## config.mk

```make
export PLATFORM = sky130hd
export DESIGN_NAME = return_timer
export DESIGN_NICKNAME = d
export VERILOG_FILES = /design/src/rtl/return_timer.sv
export SDC_FILE = /design/constraint.sdc
export NUM_CORES = 1
export LEC_CHECK = 0
export ABC_AREA = 0
export BUFFER_PORTS_ARGS = -buffer_cell sky130_fd_sc_hd__buf_2
export CAP_MARGIN = 20
export CORE_MARGIN = 1
export CORE_UTILIZATION = 38
export DETAILED_ROUTE_END_ITERATION = 10
export PLACE_DENSITY = 0.87
export RECOVER_POWER = 50
export SLEW_MARGIN = 5
export SYNTH_ARGS = -nofsm -noshare
export SYNTH_HDL_FRONTEND = slang
export SYNTH_SLANG_ARGS = --single-unit
```

## constraint.sdc

```tcl
create_clock -name clk -period 1.9 [get_ports clk]
set_input_delay 0.19 -clock clk [delete_from_list [all_inputs] [get_ports clk]]
set_output_delay 0.19 -clock clk [all_outputs]
set_load 0.01 [all_outputs]
```

## src/rtl/return_timer.sv

```systemverilog
`default_nettype none
// ============================================================================
// Module      : return_timer
// Description : Inactivity timer for a vending machine. It reloads on coin or
//               selection activity, counts down in prescaled ticks and raises
//               timeout to request a change return. Optional warning output is
//               enabled by defining RETURN_TIMER_WARN_EN.
// Revision    : 1.0 - initial release
// ============================================================================
module return_timer #(
  parameter int WAIT_TIME = 100,
  parameter int TICK_DIV  = 1,
  parameter int WARN_TIME = 10,
  parameter int TOTAL_W   = 32,
  parameter int N_COINS   = 3,
  parameter int N_ITEMS   = 4,
  localparam int CNT_W    = $clog2(WAIT_TIME + 1)
) (
  input  logic               clk,
  input  logic               reset,
  input  logic [TOTAL_W-1:0] current_total,
  input  logic [N_COINS-1:0] coin_input,
  input  logic [N_ITEMS-1:0] selection_input,
  input  logic               trigger_return,
  input  logic               return_done,
  output logic               timeout,
  output logic [CNT_W-1:0]   remaining,
  output logic               warning
);

  localparam int PRESC_W = (TICK_DIV > 1) ? $clog2(TICK_DIV) : 1;

  localparam logic [1:0] c_st_idle   = 2'd0;
  localparam logic [1:0] c_st_run    = 2'd1;
  localparam logic [1:0] c_st_expire = 2'd2;

  localparam logic [CNT_W-1:0]   c_wait_load = CNT_W'(WAIT_TIME);
  localparam logic [PRESC_W-1:0] c_presc_max = PRESC_W'(TICK_DIV - 1);

  logic [1:0]         state_q, state_d;
  logic [CNT_W-1:0]   remaining_q, remaining_d;
  logic [PRESC_W-1:0] presc_q, presc_d;

  logic w_activity;
  logic w_has_credit;
  logic w_tick;

  assign w_activity   = (|coin_input) | (|selection_input);
  assign w_has_credit = |current_total;
  assign w_tick       = (presc_q == c_presc_max);

  always_comb begin
    state_d     = state_q;
    remaining_d = remaining_q;
    presc_d     = presc_q;
    case (state_q)
      c_st_idle: begin
        presc_d = '0;
        if (trigger_return && w_has_credit) begin
          state_d = c_st_expire;
        end else if (w_activity) begin
          state_d     = c_st_run;
          remaining_d = c_wait_load;
        end
      end
      c_st_run: begin
        // Return request beats activity, activity beats expiry, expiry beats tick.
        if (trigger_return) begin
          presc_d = '0;
          if (w_has_credit) begin
            state_d = c_st_expire;
          end else begin
            state_d     = c_st_idle;
            remaining_d = '0;
          end
        end else if (w_activity) begin
          remaining_d = c_wait_load;
          presc_d     = '0;
        end else if (remaining_q == '0) begin
          presc_d = '0;
          state_d = w_has_credit ? c_st_expire : c_st_idle;
        end else if (w_tick) begin
          remaining_d = remaining_q - CNT_W'(1);
          presc_d     = '0;
        end else begin
          presc_d = presc_q + PRESC_W'(1);
        end
      end
      c_st_expire: begin
        presc_d = '0;
        if (return_done || !w_has_credit) begin
          state_d     = c_st_idle;
          remaining_d = '0;
        end
      end
      default: begin
        state_d     = c_st_idle;
        remaining_d = '0;
        presc_d     = '0;
      end
    endcase
  end

  always_ff @(posedge clk) begin
    if (reset) begin
      state_q     <= c_st_idle;
      remaining_q <= '0;
      presc_q     <= '0;
    end else begin
      state_q     <= state_d;
      remaining_q <= remaining_d;
      presc_q     <= presc_d;
    end
  end

  assign timeout   = (state_q == c_st_expire);
  assign remaining = remaining_q;

`ifdef RETURN_TIMER_WARN_EN
  localparam logic [CNT_W-1:0] c_warn_thr = CNT_W'(WARN_TIME);
  assign warning = (state_q == c_st_run) && (remaining_q != '0) &&
                   (remaining_q <= c_warn_thr);
`else
  assign warning = 1'b0;
`endif

endmodule
`default_nettype wire

```

==> results.md <==
* Status: finished with violations
* Failing checks: design-rule violations
* Setup crit end kind: register
* Via count at 852
* CTS tree: done
* Reg-to-reg startpoint: remaining[0]
* Count of cell types in the netlist at 33
* Ys async rst share at 0
* Vias/cell at 5.680
* I/O Buffers at 50
* H-tree lvl count at 1
* I/O pin cnt at 52
* Chip height at 43.70 um
* CP Launch Point: remaining[0]
* Placement Rows at 14
* R2R Setup Slk at 0.06 ns
* Hold-fix buffers, CTS at 0
* R2r worst-path depth at 7
* Area growth syn-to-layout at 50.38%
* Period utilisation layout at 0.9663
* Synth Flop Type: dfxtp_1
* Share of cells above drive strength 1 at 0.4179
* Maximum clock rate at 544.7 MHz
* Post-route ant nets at 0
* Area of the core at 1559 um^2
* Mapped Cells at 80
* Worst clock skew at 0.001826 ns
* CTS buffer count at 3
* Worst reg2reg path endpoint: remaining[4]
* Slew Limit Fails at 0
* Clock transition at the registers of the reported paths at 0.06 ns
* Final setup violation count at 0
* Drt initial violations at 35
* Power density cells at 580.8 nW/um^2
* Routability Congestion at 0.9001
* Largest net degree at the start of global routing at 9
* Max FO, Critical Path at 6
* Worst setup path end: remaining[4]
* Critical path arrival at 1.98 ns
* Filler cell count at 140
* Max VDD drop at 0.5248 mV
* Die Wd at 43.70 um
* Min Tclk post-route at 1.836 ns
* Crit Path Class: register to register
* Worst setup SP type: register
* Overall routing resource usage at 0.2200
* Power, Total at 0.0005770 W
* Clock tree buffer depth at 2
* Starting Density at 0.4238
* Diode count at 0
* Drt wl/cell at 13.49 um
* Avg Inst Size Synth at 8.258 um^2
* Vias in the first global route at 793
* Synthesized area at 660.6 um^2
* CTS root buf: clkbuf_4
* Final hold vios at 0
* Residual DRC at 2
* Detailed Place HPWL at 1.561 mm
* Post-CTS Resized at 1
* Inst Count DP at 146
* Nets@finish at 179
* Post-CTS setup buffer count at 0
* CTS Sinks at 10
* Max_cap viols at 0
* Leakage at 0.4356 nW
* Grt ovf at 0
* Sequential area share after synthesis at 0.3030
* Antenna violations before repair at 0
* Worst hold path class: input pin to register
* First-pass GRT wire length at 3.180 mm
* Synth Register Bits at 10
* Die area at 1909 um^2
* YS warnings at 0
* Req. time, crit path at 2.05 ns
* Count of flip-flops with a built-in enable after synthesis at 0
* Routed WL at 2.023 mm
* Final cell count without fillers at 150
* Clk_lat worst skew at 0.26 ns
* TritonRoute pass-1 iters at 7
[cells in the final DEF, fill, tap and decap left out, types with 4 or more instances in the layout]
cell      Yosys  layout
a21oi_1       8       8
inv_1         5       5
dfxtp_1      10      10
nor2_1        7       7
nor4_1        8       8
buf_2         0      42
o21ai_0       5       4
clkbuf_1      1       8
[cells in the mapped netlist, types with 2 or more instances]
cell,instances,area (um^2)
dfxtp_1,10,200.2
a21oi_1,8,40.04
nor4_1,8,50.05
nor2_1,7,26.28
inv_1,5,18.77
o21ai_0,5,25.02
nand2_1,3,11.26
o221a_1,3,33.78
o32ai_1,3,26.28
a21boi_0,2,15.01
nand4_1,2,12.51
or4_1,2,15.01
xnor2_1,2,17.52
[cell families after synthesis]
family | Yosys count | synth area share
simple gates | 33 | 0.3296
compound gates | 25 | 0.2557
flops | 10 | 0.3030
buf+inv | 7 | 0.04546
xor+xnor | 2 | 0.02652
fa+ha+maj | 1 | 0.01894
other cells | 1 | 0.005676
mux | 1 | 0.01515
[where the power goes]
group	switching [W]	leakage [nW]	internal [W]
registers	0.0000184	0.0823	0.000221
logic	0.0000692	0.332	0.0000800
clock network	0.0000717	0.0210	0.000116
total	0.000159	0.436	0.000418
[critical path: stages, from the launching register on]
cell and delay [ns]:
dfxtp_1 0.35, inv_1 0.12, ha_4 0.17, or4b_2 0.60, a21oi_1 0.15, o21ai_0 0.09
a21boi_1 0.15, o32ai_1 0.08
[cell type report]
cell class / count / area [um^2] / area share
inverters: 5 / 18.77 / 0.01889
well taps: 16 / 20.02 / 0.02015
clock buffers: 4 / 36.28 / 0.03652
multi-input cells: 64 / 470.5 / 0.4736
repair buffers: 51 / 247.7 / 0.2494
flip-flops and latches: 10 / 200.2 / 0.2015
[state kept, by name (all words and copies together) (netlist names)]
signal     flops
remaining      7
state_q        2
presc_q        1
[routing by layer]
metal / track usage / vias to the layer above / part of all wire
li1: - / 418 / -
met3: 0.06667 / 4 / 0.071
met1: 0.2494 / 390 / 0.37
met2: 0.3761 / 40 / 0.54
met4: 0.1000 / 0 / 0.012
met5: 0 / - / 0
[stage by stage]
stage	TNS [ns]	worst slack (ns)	hold WS (ns)	area (um^2)	util
6_report	0	0.06407	0.1975	993.5	0.6372
2_1_floorplan	0	0.1509	0.2624	664.4	-
3_5_place_dp	-0.1336	-0.04682	0.4657	930.9	0.5971
3_3_place_gp	0	0.1193	0.4604	930.9	0.5971
5_1_grt	-0.0002318	-0.0002318	0.1864	993.5	0.6372
4_1_cts	0	0.05327	0.1778	973.4	0.6244
[worst min path at each step]
stage | startpoint | slack, ns | cells after the start | end
floorplan | reset | 0.26 | 1 | state_q[0]
global placement | reset | 0.46 | 2 | state_q[0]
detailed placement | reset | 0.47 | 2 | state_q[0]
CTS | reset | 0.18 | 2 | state_q[0]
global route | reset | 0.19 | 2 | state_q[0]
finish | reset | 0.20 | 2 | state_q[1]
(Power assumes the default switching activity.)
